--- src/rtl/mult8_seq_ctrl.sv ---
// Sequential 8x8 unsigned shift-and-add multiplier.
// A single 8-bit ripple adder is time-shared over eight iterations, one per clock.
// A start/done handshake brackets each multiply, and the 16-bit product is held
// in a register until the next multiply completes.
//
// state | meaning
// ------+--------------------------------------------------------------
// IDLE  | waiting for start; operands are captured on the accepting edge
// MUL   | one shift-and-add iteration per edge; cnt counts iterations 0..7
// DONE  | product valid for one cycle; start here begins the next multiply

// Combinational 8-bit adder used as the multiplier datapath.
module somador8bit (
    input  logic [7:0] A,
    input  logic [7:0] B,
    input  logic       Cin,
    output logic [7:0] Sum,
    output logic       Cout
);

    // Full 9-bit sum; the carry-out is kept as a separate bit.
    assign {Cout, Sum} = {1'b0, A} + {1'b0, B} + {8'b0, Cin};

endmodule

module mult8_seq_ctrl (
    input  logic        clk,
    input  logic        rst_n,
    input  logic        start,
    input  logic [7:0]  a,
    input  logic [7:0]  b,
    output logic        busy,
    output logic        done,
    output logic [15:0] product
);

    typedef enum logic [1:0] {
        ST_IDLE = 2'd0,
        ST_MUL  = 2'd1,
        ST_DONE = 2'd2
    } state_t;

    state_t      state_q, state_d;
    logic [2:0]  cnt_q, cnt_d;
    logic [7:0]  m_q, m_d;
    logic [7:0]  acc_q, acc_d;
    logic [7:0]  q_q, q_d;
    logic [15:0] product_q, product_d;

    logic [7:0]  addend;
    logic [7:0]  step_sum;
    logic        step_cout;
    logic [15:0] step_res;

    // The multiplicand is added only when the current multiplier LSB is set.
    assign addend = q_q[0] ? m_q : 8'h00;

    somador8bit u_adder (
        .A    (acc_q),
        .B    (addend),
        .Cin  (1'b0),
        .Sum  (step_sum),
        .Cout (step_cout)
    );

    // The 9-bit sum and the multiplier shifted right by one form the new {acc, q}.
    // The carry-out becomes bit 7 of the next acc, so no product bit is lost.
    assign step_res = {step_cout, step_sum, q_q[7:1]};

    // Next-state and datapath update; every register holds its value by default.
    always_comb begin
        state_d   = state_q;
        cnt_d     = cnt_q;
        m_d       = m_q;
        acc_d     = acc_q;
        q_d       = q_q;
        product_d = product_q;

        case (state_q)
            ST_IDLE: begin
                if (start) begin
                    m_d     = a;
                    q_d     = b;
                    acc_d   = 8'h00;
                    cnt_d   = 3'd0;
                    state_d = ST_MUL;
                end
            end

            ST_MUL: begin
                acc_d = step_res[15:8];
                q_d   = step_res[7:0];
                cnt_d = cnt_q + 3'd1;
                if (cnt_q == 3'd7) begin
                    product_d = step_res;
                    state_d   = ST_DONE;
                end
            end

            ST_DONE: begin
                if (start) begin
                    m_d     = a;
                    q_d     = b;
                    acc_d   = 8'h00;
                    cnt_d   = 3'd0;
                    state_d = ST_MUL;
                end else begin
                    state_d = ST_IDLE;
                end
            end

            default: begin
                state_d = ST_IDLE;
            end
        endcase
    end

    // State and datapath registers, cleared asynchronously by reset.
    always_ff @(posedge clk or negedge rst_n) begin
        if (!rst_n) begin
            state_q   <= ST_IDLE;
            cnt_q     <= 3'd0;
            m_q       <= 8'h00;
            acc_q     <= 8'h00;
            q_q       <= 8'h00;
            product_q <= 16'h0000;
        end else begin
            state_q   <= state_d;
            cnt_q     <= cnt_d;
            m_q       <= m_d;
            acc_q     <= acc_d;
            q_q       <= q_d;
            product_q <= product_d;
        end
    end

    // Status outputs decode directly from the registered state.
    assign busy    = (state_q == ST_MUL);
    assign done    = (state_q == ST_DONE);
    assign product = product_q;

endmodule

--- config.mk ---
export PLATFORM = sky130hd
export DESIGN_NAME = mult8_seq_ctrl
export DESIGN_NICKNAME = d
export VERILOG_FILES = /design/src/rtl/mult8_seq_ctrl.sv
export SDC_FILE = /design/constraint.sdc
export NUM_CORES = 1
export LEC_CHECK = 0
export CAP_MARGIN = 5
export CORE_MARGIN = 5
export CORE_UTILIZATION = 42
export DETAILED_ROUTE_END_ITERATION = 8
export PLACE_DENSITY = 0.67
export SETUP_SLACK_MARGIN = 0.1
export SLEW_MARGIN = 10
export SYNTH_ARGS = -nofsm -noshare
export SYNTH_HDL_FRONTEND = slang
export SYNTH_SLANG_ARGS = --single-unit
--- constraint.sdc ---
create_clock -name clk -period 3.1 [get_ports clk]
set_input_delay 0.31 -clock clk [delete_from_list [all_inputs] [get_ports clk]]
set_output_delay 0.31 -clock clk [all_outputs]
set_load 0.05 [all_outputs]
Yosys cells after proc, flatten, opt, wreduce, memory -nomap -nowiden
Index checks and enable logic that the tools add are counted.

storage, ports and cells
  input bits = 19
  output and inout bits = 18
  flip-flop bits (word level) = 45

cells by class
  equality and inequality tests = 6
  reduce and logical (&&, ||, !) cells = 7
  $add $sub $neg = 2
  multiplexer cells = 11

operators by type and width
  cell                   number
  $pmux W8 S2            2
  $mux W8                3
  $add A8 B8 Y9          1
  $reduce_and A2 Y1      4
  $pmux W2 S3            1
  $pmux W3 S2            1
  $mux W2                2
  $ne A2 B1 Y1 const B   2
  $add A3 B1 Y3 const B  1
  $eq A3 B3 Y1 const B   1
  $mux W3                1
  $eq A2 B1 Y1 const B   1
  $eq A2 B2 Y1 const B   1
  $logic_not A2 Y1       1
  $ne A2 B2 Y1 const B   1
  $reduce_bool A2 Y1     1
  $reduce_or A2 Y1       1
  $mux W1                1

Depth between registers and ports, before layout
  depth after elaboration = 4
  mapped depth = 8
  mapped depth without buffers = 7

Cells and area by module
A second synthesis with hierarchy kept.

second synthesis, totals
  cell total of the unflattened synthesis = 183
  area total of the unflattened synthesis = 2414.8 µm²

by module, submodules not included
  module          area an instance (µm²)  sequential area each (µm²)  cells each  instances
  mult8_seq_ctrl  2083.2                  1126.1                      143         1
  somador8bit     331.6                   0.0                         40          1

Least setup slack after synthesis
Ideal clock, no wire load.

  kind = reg-to-reg
  start point = reg q_q[0]
  end point = reg product_q[11] (netlist: product[11])
  cell stages (with the launch flop) = 8
  required time = 2975 ps
  buffers on the path = 0
  library setup time = 125 ps
  path slack = 1059 ps
  data arrival time = 1916 ps
  path through = dfrtp_1 > and2_1 > ha_1 > fa_1 > a21o_2 > a21oi_4 > xnor2_1 > mux2_2

between the ends
  cells in the longest elaborated chain, start to end = 2

ends and longest elaborated chain
  item                    line  RTL
  from (decl)             47    logic [7:0] q_q, q_d;
  from (signal assigned)  132   q_q <= q_d;
  $mux W8                 56    assign addend = q_q[0] ? m_q : 8'h00;
  $add A8 B8 Y9           22    assign {Cout, Sum} = {1'b0, A} + {1'b0, B} + {8'b0, Cin};
  to (signal assigned)    133   product_q <= product_d;
  to (decl)               48    logic [15:0] product_q, product_d;

Every way passes these cells.
A chain may end at the register's enable or synchronous reset.

Worst setup path after layout
  start point = reg state_q[0]
  end point = out busy

between the ends
  cells in the longest elaborated chain, start to end = 1

ends and longest elaborated chain
  item                    line  RTL
  from (decl)             43    state_t state_q, state_d;
  from (signal assigned)  128   state_q <= state_d;
  $eq A2 B1 Y1            138   assign busy = (state_q == ST_MUL);
  to (decl)               32    output logic busy,

Every way passes these cells.

==> impl_metrics.env <==
export IMPL_timing_slew_headroom_pct=36.3
export IMPL_setup_slack_ns=0.386
export IMPL_crit_required_ns=2.79
export IMPL_overflow=0
export IMPL_hold_buffers=0
export IMPL_nFillCells=467
export IMPL_synth_main_ff_cell="dfrtp_1"
export IMPL_avgRoutedWirePerCell_um=13.8
export IMPL_final_cells=304
export IMPL_syn_area_mm2=0.00219
export IMPL_grt_pass1_vias=1538
export IMPL_grtUsageTotal_pct=14.5
export IMPL_maxCapViolCount=0
export IMPL_dp_worst_setup_slack_ns=0.722
export IMPL_yosysTopAreaCell="dfrtp_1"
export IMPL_clkTransAtPathRegs_ns=0.09
export IMPL_met3_usage_pct=2.60
export IMPL_fp_dieH_um=82.3
export IMPL_min_period_ns=2.71
export IMPL_htreeDepth=2
export IMPL_synth_nets=228
export IMPL_initialDrtViolationCount=52
export IMPL_synth_warnings=0
export IMPL_nets=263
export IMPL_path_max_fanout=13
export IMPL_fp_dieW_um=82.3
export IMPL_core_area_mm2=0.00507
export IMPL_syn_to_final_growth_pct=23.6
export IMPL_synth_edf_count=0
export IMPL_hold_viol_final=0
export IMPL_met2_usage_pct=22.9
export IMPL_cts_tree="done"
export IMPL_grt_pass1_wl_um=7310
export IMPL_cp_start_kind="register"
export IMPL_clk_latency_ns=0.29
export IMPL_io_buffers=36
export IMPL_rows=26
export IMPL_tns_ns=0
export IMPL_antenna_found_initial=0
export IMPL_maxSlewViolCount=0
export IMPL_postCtsResizedCells=0
export IMPL_finalClockSkew_ns=0.00735
export IMPL_reg2reg_to="product[11]"
export IMPL_power_density_mw_per_mm2=1080
export IMPL_critPathLaunch="state_q[0]"
export IMPL_worst_slew_pin_slew_ns=0.956
export IMPL_wirelength_um=4200
export IMPL_p_leak_nw=1.26
export IMPL_setup_violations=0
export IMPL_ys_seq_area_share_pct=51.3
export IMPL_gp_congestion=0.834
export IMPL_crit_arrival_ns=2.40
export IMPL_ant_nets=0
export IMPL_r2r_start="q_q[0]"
export IMPL_antenna_cells=0
export IMPL_grt_max_degree=46
export IMPL_viasPerCell=4.92
export IMPL_die_area_mm2=0.00677
export IMPL_ir_drop_mv=0.309
export IMPL_drt_pre_antenna_iters=4
export IMPL_synthTopCellsByArea="dfrtp_1 (51%), mux2_2 (6.7%), nand2_1 (6.3%), ha_1 (5.7%), mux2i_1 (3.7%)"
export IMPL_initial_core_util_pct=43.2
export IMPL_drive_gt1_share_pct=12.8
export IMPL_synth_seq_cells=45
export IMPL_synthArstFlopShare_pct=100
export IMPL_io_pins=37
export IMPL_post_cts_repair_setup_buffers=0
export IMPL_vias=1496
export IMPL_cts_sinks=45
export IMPL_grtUsageMet1_pct=19.3
export IMPL_hold_path_class="in -> async"
export IMPL_place_inst=296
export IMPL_outcome="finished, final reports clean"
export IMPL_reg2reg_slack_ns=0.93
export IMPL_worst_r2r_cell_count=7
export IMPL_top_usage_layer="met2"
export IMPL_clock_path_buffers=2
export IMPL_route_detailed_drc=0
export IMPL_grt_setup_unrepaired="false"
export IMPL_endpoint_kind="primary output"
export IMPL_syn_area_per_cell_um2=11.1
export IMPL_yosysMostFrequentCell="dfrtp_1"
export IMPL_netlist_area_leader_share_pct=51.3
export IMPL_fmax_mhz=368
export IMPL_place_hpwl_um=3080
export IMPL_cts_root_buf="clkbuf_8"
export IMPL_cts_buffers=5
export IMPL_synth_common_cells="dfrtp_1 (45), nand2_1 (37), o21ai_0 (14)"
export IMPL_fin_crit_sh_pct=87.6
export IMPL_ys_types=41
export IMPL_path_class="reg -> out"
export IMPL_synth_cells=198
## worst max-delay path, stage by stage (launching register included)
cell,delay (ns)
dfrtp_1,0.69
nand2b_1,0.30
inv_2,0.27
clkdlybuf4s50_1,0.85
## cells in the final DEF (no fill, tap or decap), drive strengths merged, types with 3 or more instances in the layout
cell type      instances
nor3                   3
ha                    10
mux2                  13
nand2                 37
and2                   9
clkbuf                 6
mux2i                  8
buf                    3
o21ai                 14
nor2                   3
a22o                   7
dfrtp                 45
a21oi                  8
clkdlybuf4s50         35
## layout make-up
type | instances | area, um^2 | share of cell area (%)
multi-input combinational | 141 | 1000 | 36.9
clock inverter | 2 | 37.5 | 1.38
clock buffer | 6 | 82.6 | 3.05
inverter | 2 | 7.51 | 0.277
sequential | 45 | 1130 | 41.5
tap | 70 | 87.6 | 3.23
timing repair buffer | 38 | 370 | 13.7
## power breakdown
part	internal, mW	switching, mW	total [mW]	leakage (nW)
logic	0.595	0.857	1.45	0.638
clock network	0.262	0.194	0.456	0.0574
registers	0.849	0.173	1.02	0.565
total	1.71	1.22	2.93	1.26
## registers in the layout, indices dropped and copies added (netlist names)
| register | count |
|---|---|
| acc_q | 8 |
| cnt_q | 3 |
| m_q | 8 |
| product | 16 |
| q_q | 8 |
| state_q | 2 |
## cell families after synthesis
kind of cell,count (synthesis),share of synthesized area (%)
AO/OA/AOI/OAI,41,12.9
XOR/XNOR,4,1.60
adder cells (fa/ha/maj),11,6.62
buffers and inverters,12,3.08
flip-flops,45,51.3
multiplexers,21,10.3
AND/OR/NAND/NOR,64,14.1
## through the flow
| stage | total power [mW] | cell area, um^2 | utilization [%] | hold WS, ns |
|---|---|---|---|---|
| 3_5_place_dp | 2.50 | 2590 | 51.1 | 0.456 |
| 6_report | 2.93 | 2710 | 53.4 | 0.165 |
| 2_1_floorplan | 2.12 | 2190 | - | 0.0144 |
| 5_1_grt | 3.15 | 2710 | 53.4 | 0.266 |
| 3_3_place_gp | 2.48 | 2590 | 51.1 | 0.455 |
| 4_1_cts | 2.97 | 2710 | 53.4 | 0.195 |
## worst max path at each step
stage | to | cells after the start
finish | busy | 3
global route | busy | 3
CTS | busy | 3
detailed placement | busy | 3
global placement | busy | 3
floorplan | product[11] | 7
## metal layers
| layer | part of all wire [%] | up-vias |
|---|---|---|
| met5 | 0 | - |
| met4 | 1.9 | 0 |
| met3 | 3.9 | 7 |
| met2 | 46 | 27 |
| met1 | 48 | 700 |
| li1 | - | 762 |
No activity file was read; power rests on OpenSTA's default activity.
